### config.mk
export PLATFORM = sky130hd
export DESIGN_NAME = axi_write_order_buffer
export DESIGN_NICKNAME = d
export VERILOG_FILES = /design/src/rtl/axi_write_order_buffer.sv
export SDC_FILE = /design/constraint.sdc
export NUM_CORES = 2
export LEC_CHECK = 0
export CORE_MARGIN = 4
export CORE_UTILIZATION = 25
export DETAILED_ROUTE_END_ITERATION = 10
export PLACE_DENSITY_LB_ADDON = 0.15
export REMOVE_ABC_BUFFERS = 1
export SYNTH_ARGS = -nofsm -noshare
export SYNTH_HDL_FRONTEND = slang
export SYNTH_SLANG_ARGS = --single-unit
### constraint.sdc
create_clock -name clk -period 17.1 [get_ports clk]
set_input_delay 4.275 -clock clk [delete_from_list [all_inputs] [get_ports clk]]
set_output_delay 4.275 -clock clk [all_outputs]
set_load 0.05 [all_outputs]
### src/rtl/axi_write_order_buffer.sv
// axi_write_order_buffer: restores sequence order of AXI write bursts.
// A burst whose awuser matches exp_seq passes straight through; any other
// burst is parked in a slot and replayed once its sequence comes up.
// Handshakes: a transfer happens on a rising edge where valid && ready.
// Once this block raises m_awvalid/m_wvalid it holds it, with a stable
// payload, until that transfer happens. Upstream W beats follow AW order.
module axi_write_order_buffer #(
  parameter int ADDR_W     = 32,
  parameter int DATA_W     = 32,
  parameter int ID_W       = 4,
  parameter int SEQ_W      = 4,
  parameter int BUF_BURSTS = 4,
  parameter int MAX_BEATS  = 16
) (
  input  logic                          clk,
  input  logic                          rst,
  input  logic                          s_awvalid,
  output logic                          s_awready,
  input  logic [ID_W-1:0]               s_awid,
  input  logic [ADDR_W-1:0]             s_awaddr,
  input  logic [7:0]                    s_awlen,
  input  logic [2:0]                    s_awsize,
  input  logic [1:0]                    s_awburst,
  input  logic [SEQ_W-1:0]              s_awuser,
  input  logic                          s_wvalid,
  output logic                          s_wready,
  input  logic [DATA_W-1:0]             s_wdata,
  input  logic [DATA_W/8-1:0]           s_wstrb,
  input  logic                          s_wlast,
  output logic                          m_awvalid,
  input  logic                          m_awready,
  output logic [ID_W-1:0]               m_awid,
  output logic [ADDR_W-1:0]             m_awaddr,
  output logic [7:0]                    m_awlen,
  output logic [2:0]                    m_awsize,
  output logic [1:0]                    m_awburst,
  output logic [SEQ_W-1:0]              m_awuser,
  output logic                          m_wvalid,
  input  logic                          m_wready,
  output logic [DATA_W-1:0]             m_wdata,
  output logic [DATA_W/8-1:0]           m_wstrb,
  output logic                          m_wlast,
  output logic [SEQ_W-1:0]              exp_seq,
  output logic [$clog2(BUF_BURSTS+1)-1:0] buf_count,
  output logic                          stall,
  output logic                          len_err,
  output logic [2:0]                    state_dbg
);

  localparam int STRB_W = DATA_W / 8;
  localparam int CNT_W  = $clog2(BUF_BURSTS + 1);
  localparam int SL_W   = (BUF_BURSTS > 1) ? $clog2(BUF_BURSTS) : 1;
  localparam int BI_W   = (MAX_BEATS > 1) ? $clog2(MAX_BEATS) : 1;
  localparam logic [8:0] MAX_BEATS_C = 9'(MAX_BEATS);

  typedef enum logic [2:0] {
    IDLE     = 3'd0,
    PASS_W   = 3'd1,
    CAP_W    = 3'd2,
    DRAIN_AW = 3'd3,
    DRAIN_W  = 3'd4
  } state_t;

  state_t state, state_nxt;

  logic [BUF_BURSTS-1:0] slot_vld;
  logic [SEQ_W-1:0]      slot_seq   [BUF_BURSTS];
  logic [ID_W-1:0]       slot_id    [BUF_BURSTS];
  logic [ADDR_W-1:0]     slot_addr  [BUF_BURSTS];
  logic [7:0]            slot_len   [BUF_BURSTS];
  logic [2:0]            slot_size  [BUF_BURSTS];
  logic [1:0]            slot_burst [BUF_BURSTS];
  logic [DATA_W-1:0]     mem_data   [BUF_BURSTS][MAX_BEATS];
  logic [STRB_W-1:0]     mem_strb   [BUF_BURSTS][MAX_BEATS];

  logic [SL_W-1:0] cur_slot;
  logic [8:0]      beat_cnt;   // wide enough for 256 beats plus saturation
  logic            hit, free_found, aw_cap;
  logic [SL_W-1:0] hit_idx, free_idx;
  logic [8:0]      len_p1, drain_n;
  logic            last_beat;

  assign state_dbg = state;

  // Lowest-index slot holding exp_seq, and lowest-index free slot.
  always_comb begin
    hit        = 1'b0;
    hit_idx    = '0;
    free_found = 1'b0;
    free_idx   = '0;
    for (int i = BUF_BURSTS - 1; i >= 0; i--) begin
      if (slot_vld[i] && (slot_seq[i] == exp_seq)) begin
        hit     = 1'b1;
        hit_idx = SL_W'(i);
      end
      if (!slot_vld[i]) begin
        free_found = 1'b1;
        free_idx   = SL_W'(i);
      end
    end
  end

  // Number of beats replayed from the current slot; beats past MAX_BEATS were never stored.
  always_comb begin
    len_p1    = {1'b0, slot_len[cur_slot]} + 9'd1;
    drain_n   = (len_p1 > MAX_BEATS_C) ? MAX_BEATS_C : len_p1;
    last_beat = (beat_cnt == (drain_n - 9'd1));
  end

  // Next-state logic and all handshake / payload outputs.
  always_comb begin
    state_nxt = state;
    s_awready = 1'b0;
    s_wready  = 1'b0;
    stall     = 1'b0;
    aw_cap    = 1'b0;
    m_awvalid = 1'b0;
    m_awid    = s_awid;
    m_awaddr  = s_awaddr;
    m_awlen   = s_awlen;
    m_awsize  = s_awsize;
    m_awburst = s_awburst;
    m_awuser  = s_awuser;
    m_wvalid  = 1'b0;
    m_wdata   = s_wdata;
    m_wstrb   = s_wstrb;
    m_wlast   = s_wlast;
    case (state)
      IDLE: begin
        if (hit) begin
          state_nxt = DRAIN_AW;
        end else if (s_awvalid && (s_awuser == exp_seq)) begin
          m_awvalid = 1'b1;
          s_awready = m_awready;
          if (m_awready) state_nxt = PASS_W;
        end else if (s_awvalid && free_found) begin
          s_awready = 1'b1;
          aw_cap    = 1'b1;
          state_nxt = CAP_W;
        end else if (s_awvalid) begin
          stall = 1'b1;
        end
      end
      PASS_W: begin
        m_wvalid = s_wvalid;
        s_wready = m_wready;
        if (s_wvalid && m_wready && s_wlast) state_nxt = IDLE;
      end
      CAP_W: begin
        s_wready = 1'b1;
        if (s_wvalid && s_wlast) state_nxt = IDLE;
      end
      DRAIN_AW: begin
        m_awvalid = 1'b1;
        m_awid    = slot_id[cur_slot];
        m_awaddr  = slot_addr[cur_slot];
        m_awlen   = slot_len[cur_slot];
        m_awsize  = slot_size[cur_slot];
        m_awburst = slot_burst[cur_slot];
        m_awuser  = slot_seq[cur_slot];
        if (m_awready) state_nxt = DRAIN_W;
      end
      DRAIN_W: begin
        m_wvalid = 1'b1;
        m_wdata  = mem_data[cur_slot][beat_cnt[BI_W-1:0]];
        m_wstrb  = mem_strb[cur_slot][beat_cnt[BI_W-1:0]];
        m_wlast  = last_beat;
        if (m_wready && last_beat) state_nxt = IDLE;
      end
      default: state_nxt = IDLE;
    endcase
  end

  // Control state: FSM, slot occupancy, beat counter, sequence and error tracking.
  always_ff @(posedge clk) begin
    if (rst) begin
      state     <= IDLE;
      slot_vld  <= '0;
      exp_seq   <= '0;
      buf_count <= '0;
      len_err   <= 1'b0;
      cur_slot  <= '0;
      beat_cnt  <= '0;
    end else begin
      state <= state_nxt;
      case (state)
        IDLE: begin
          beat_cnt <= '0;
          if (hit) cur_slot <= hit_idx;
          else if (aw_cap) cur_slot <= free_idx;
        end
        PASS_W: begin
          if (s_wvalid && m_wready && s_wlast) exp_seq <= exp_seq + SEQ_W'(1);
        end
        CAP_W: begin
          if (s_wvalid) begin
            if (beat_cnt >= MAX_BEATS_C) len_err <= 1'b1;
            if (beat_cnt != '1) beat_cnt <= beat_cnt + 9'd1;
            if (s_wlast) begin
              slot_vld[cur_slot] <= 1'b1;
              buf_count          <= buf_count + CNT_W'(1);
              beat_cnt           <= '0;
            end
          end
        end
        DRAIN_W: begin
          if (m_wready) begin
            beat_cnt <= beat_cnt + 9'd1;
            if (last_beat) begin
              slot_vld[cur_slot] <= 1'b0;
              buf_count          <= buf_count - CNT_W'(1);
              exp_seq            <= exp_seq + SEQ_W'(1);
              beat_cnt           <= '0;
            end
          end
        end
        default: ;
      endcase
    end
  end

  // Slot payload storage; contents are only meaningful while the slot is valid.
  always_ff @(posedge clk) begin
    if ((state == IDLE) && !hit && aw_cap) begin
      slot_seq[free_idx]   <= s_awuser;
      slot_id[free_idx]    <= s_awid;
      slot_addr[free_idx]  <= s_awaddr;
      slot_len[free_idx]   <= s_awlen;
      slot_size[free_idx]  <= s_awsize;
      slot_burst[free_idx] <= s_awburst;
    end
    if ((state == CAP_W) && s_wvalid && (beat_cnt < MAX_BEATS_C)) begin
      mem_data[cur_slot][beat_cnt[BI_W-1:0]] <= s_wdata;
      mem_strb[cur_slot][beat_cnt[BI_W-1:0]] <= s_wstrb;
    end
  end

endmodule
# Word-level counts from Yosys, hierarchy flattened
# Memory sizes are Yosys's and may differ from the RTL's. A register that Yosys moved wholly into a read port is not among the register bits.
# Cells that the tools add are included.
totals:
  reg_bits: 26
  memories: 8
  out_inout_bits: 106
  in_bits: 96
  ramBits: 2516
  elab_cells: 189
memory_table:
  columns: ["name", "words", "word_bits", "rd", "rd_ports_with_merged_regs", "write_ports", "line", "rtl"]
  rows:
  - ["mem_data", 4, 512, 1, 1, 1, "73", "logic [DATA_W-1:0] mem_data [BUF_BURSTS][MAX_BEATS];"]
  - ["mem_strb", 4, 64, 1, 1, 1, "74", "logic [STRB_W-1:0] mem_strb [BUF_BURSTS][MAX_BEATS];"]
  - ["slot_addr", 4, 32, 1, 1, 1, "69", "logic [ADDR_W-1:0] slot_addr [BUF_BURSTS];"]
  - ["slot_len", 4, 8, 1, 1, 1, "70", "logic [7:0] slot_len [BUF_BURSTS];"]
  - ["slot_id", 4, 4, 1, 1, 1, "68", "logic [ID_W-1:0] slot_id [BUF_BURSTS];"]
  - ["slot_seq", 4, 4, 5, 1, 1, "67", "logic [SEQ_W-1:0] slot_seq [BUF_BURSTS];"]
  - ["+2 memories", null, null, null, null, null, null, null]
classes:
  n_bitwise: 4
  order_cmp: 7
  n_mux: 107
  add_sub_neg: 6
  eq_ne: 22
  n_reduce_logical: 28
ops:
  columns: ["op", "n"]
  rows:
  - ["$mux 512", 1]
  - ["$mux 32", 5]
  - ["$bmux 32 s4", 1]
  - ["$demux 32 s4", 1]
  - ["$mux 64", 1]
  - ["$mux 2", 27]
  - ["$mux 9", 6]
  - ["$mux 4", 13]
  - ["$mux 3", 13]
  - ["$mux 1", 27]
  - ["$pmux 9 s3", 1]
  - ["$eq 4x4->1", 5]
  - ["$bmux 4 s4", 1]
  - ["$demux 4 s4", 1]
  - ["$logic_and 1x1->1", 16]
  - ["$ne 2x2->1 const B", 8]
  - ["$pmux 4 s2", 2]
  - ["$pmux 3 s5", 1]
  - ["$add 8x1->9 const B", 1]
  - ["$add 9x1->9 const B", 1]
  - ["$eq 9x9->1", 1]
  - ["$ge 9x5->1 const B", 1]
  - ["$gt 9x5->1 const B", 1]
  - ["$lt 9x5->1 const B", 1]
  - ["other kinds (31)", 38]

# Depth between registers and ports, before layout
depth:
  depth_word: 13
  mapped_depth: 18

# Worst setup path after synthesis
# OpenSTA, ideal clock, no wires.
synth_timing:
  kind: "input port to output port"
  startpoint: "input port s_awuser[2]"
  endpoint: "output port s_awready"
  path_slack_ns: 7.013
  t_required_ns: 12.825
  t_arrival_ns: 5.812
  cell_stages: 4
  n_path_buf: 0
  cell_sequence: "xor2_1 -> nor4_1 -> nand2_1 -> a21oi_1"
synth_via:
  elab_chain_len: 5
synth_lines:
  columns: ["item", "line", "rtl"]
  rows:
  - ["start: declaration", "24", "input logic [SEQ_W-1:0] s_awuser,"]
  - ["$eq 4x4->1", "132", "end else if (s_awvalid && (s_awuser == exp_seq)) begin"]
  - ["$logic_and 1x1->1", "132", null]
  - ["$mux 1", "132", null]
  - ["$mux 1", "130", "if (hit) begin"]
  - ["$mux 1", "128", "case (state)"]
  - ["end: declaration", "18", "output logic s_awready,"]
# Every way passes these cells.

==> impl_metrics.toml <==
[status]
outcome = "finished, final reports clean"

[floorplanning]
fp-row-count = 230
initial_utilization = 0.251
die_area_um2 = 404000
coreArea_um2 = 392000
pin_count = 202
die_x_um = 635
die_height_um = 635

[global_route]
grt_pass1_vias = 48800
grt_use_total = 0.153
grt_overflow_total = 0
grt_max_degree = 139
grt_first_pass_wirelength_um = 431000
antenna_found_initial = 22

[timing]
skew_ns = 0.0461
rsz0062_at_grt = "false"
min_period_ns = 11.78
slew_headroom = 0.159
fin_setup_tns_ns = 0
whs_ns = 0.478
hold_viol = 0
finalMaxSlewViolations = 0
fmax_mhz = 84.9
finalSetupViolations = 0
tightest_slew_ns = 1.26
min_period_over_period = 0.689

[place]
dp_hpwl_um = 166000
dp_cells = 9461
place.gp.congestion = 0.724
io_buffers = 201

[power_and_ir_drop]
combPwrFrac = 0.030
power_frac_seq = 0.518
vdd_drop_max_mv = 0.0747
p_clk_frac = 0.452
internal_power_w = 0.0105
switchingPower_w = 0.00280
leakage_nw = 34.5
pwr_density_cell_nw_per_um2 = 114
p_sw_frac = 0.211

[clock_tree]
clk_path_buf_depth = 4
clock_latency_ns = 0.90
cts_tree = "yes"
path_clk_slew_ns = 0.06
cts_root_buf = "clkbuf_16"
cts.sinks = 2544
holdBufCountCts = 0
htree_levels = 5
postCtsSetupBuffers = 0
cts_made_buffers = 289
cts_resized = 0

[routing]
wirelength_um = 316000
drcViolationCount = 0
drt_iter0_drc = 4508
vias_per_cell = 4.66
vias = 46500
wl_per_cell_um = 31.6
antenna_left = 0
drt_pass1_iterations = 8

[synth]
synth_warnings = 0
synth-seq-cells = 2544
synth_common_cells = "edfxtp_1, mux4_2, clkbuf_1"
synth_top_area_frac = 0.768
synth-seq-area-share = 0.774
yosys.area.top_type = "edfxtp_1"
postSynthCellCount = 4099
synthesis.area_um2 = 98400
synth_most_common_cell = "edfxtp_1"
synth_edf_count = 2516
syn_avg_cell_area_um2 = 24.0
synth_ff_type = "edfxtp_1"
synthArstFlopShare = 0
synth_cell_types = 65
synth_area_leaders = "edfxtp_1, mux4_2, mux2_2"

[worst_hold_path]
hold_class = "reg -> reg"

[layout]
layout-area-overhead-vs-synth_pct = 18.7
fillers = 37700
layout.nets = 4638
layout-drive-gt1-share = 0.326
final_cells = 9974

[worst_setup_path]
crit_path_end_kind = "output port"
worstPathRequired_ns = 12.82
crit_arrival_ns = 7.50
critical_path_class = "reg -> out"
startpoint_type = "flop"
cp_max_fo = 94

[job]
maxCapViolCount = 0
-- path summary, 6_finish.rpt --
kind,endpoint,depth (start not counted),start,slack (ns)
setup / recovery,m_wdata[27],10,flop,5.32
hold / removal,len_err$_SDFFE_PP0P_,2,len_err$_SDFFE_PP0P_,0.48
hold reg to reg,len_err$_SDFFE_PP0P_,2,len_err$_SDFFE_PP0P_,0.48
setup reg to reg,exp_seq[0]$_SDFFE_PP0P_,15,flop,11.85
-- metrics by stage --
step / util / instance area, µm² / worst slack (ns) / power [W]
after floorplan: - / 97500 / -18.32 / 0.00727
after global placement: 0.275 / 108000 / 5.71 / 0.00741
after detailed placement: 0.275 / 108000 / 5.83 / 0.00742
after CTS: 0.298 / 117000 / 4.86 / 0.0135
after global routing: 0.298 / 117000 / 4.63 / 0.0138
final: 0.298 / 117000 / 5.32 / 0.0133
-- critical path, stage by stage (launching register included) --
cell	delay (ns)
dfxtp_4	0.75
buf_4	0.77
buf_12	0.56
buf_4	0.91
buf_12	0.69
mux4_2	0.60
mux4_2	0.47
mux4_2	0.47
nand2_1	0.25
nand2_1	0.08
clkdlybuf4s50_1	0.73
-- power groups by stage --
stage          logic, W  clock network (W)  registers, W
6_report       0.000393            0.00600       0.00688
3_5_place_dp   0.000401                  0       0.00702
2_1_floorplan  0.000240                  0       0.00703
5_1_grt        0.000422            0.00645       0.00688
4_1_cts        0.000402            0.00618       0.00688
3_3_place_gp   0.000396                  0       0.00701
-- layout by cell type (no fill, tap or decap), types with 11 or more instances in the layout --
master / instances
edfxtp_1: 2516
mux4_2: 809
clkbuf_16: 294
clkdlybuf4s50_1: 165
buf_4: 156
nand2_1: 141
nor2_4: 68
clkbuf_1: 66
clkinv_1: 55
mux2_2: 53
clkinv_2: 44
buf_2: 36
nor2_1: 27
nand3_1: 26
xor2_1: 24
dfxtp_1: 23
bufinv_16: 20
a21oi_1: 18
nor3_1: 15
inv_1: 12
nand4_1: 11
-- sequential cells by signal (all words and copies together), names as in the netlist, 9 cells and up, named ones only --
register   flops
slot_len      32
slot_addr    128
slot_size     12
mem_data    2048
beat_cnt       9
slot_id       16
slot_seq      16
mem_strb     256
-- logic make-up (layout without fill, tap and decap cells) --
logic type | Yosys count | after routing | share of synthesized area
other | 0 | 2 | 0
muxes | 870 | 870 | 0.192
buffers and inverters | 233 | 886 | 0.00901
xor gates and xnor gates | 33 | 33 | 0.00301
and+or+nand+nor | 344 | 344 | 0.0156
AOI/OAI and AO/OA | 65 | 65 | 0.00518
DFF | 2544 | 2544 | 0.774
adders and majority gates | 10 | 10 | 0.00135
-- layer usage --
metal / up-vias / track usage / part of all wire
li1: 18600 / - / -
met1: 26200 / 0.213 / 0.45
met2: 1335 / 0.253 / 0.49
met3: 364 / 0.0233 / 0.048
met4: 18 / 0.0339 / 0.020
met5: - / 0 / 0.00035
-- area by class of cell --
| cell class | count | area [µm²] | share of cell area |
|---|---|---|---|
| Timing Repair Buffer | 361 | 3080 | 0.0264 |
| Tap cell | 5220 | 6530 | 0.0560 |
| Sequential cell | 2544 | 76100 | 0.652 |
| Clock inverter | 151 | 1410 | 0.0120 |
| Antenna cell | 2 | 5.00 | 0.0000429 |
| Inverter | 14 | 61.3 | 0.000525 |
| Multi-Input combinational cell | 1322 | 21900 | 0.188 |
| Clock buffer | 360 | 7600 | 0.0652 |
Power figures use the tool's default switching activity.
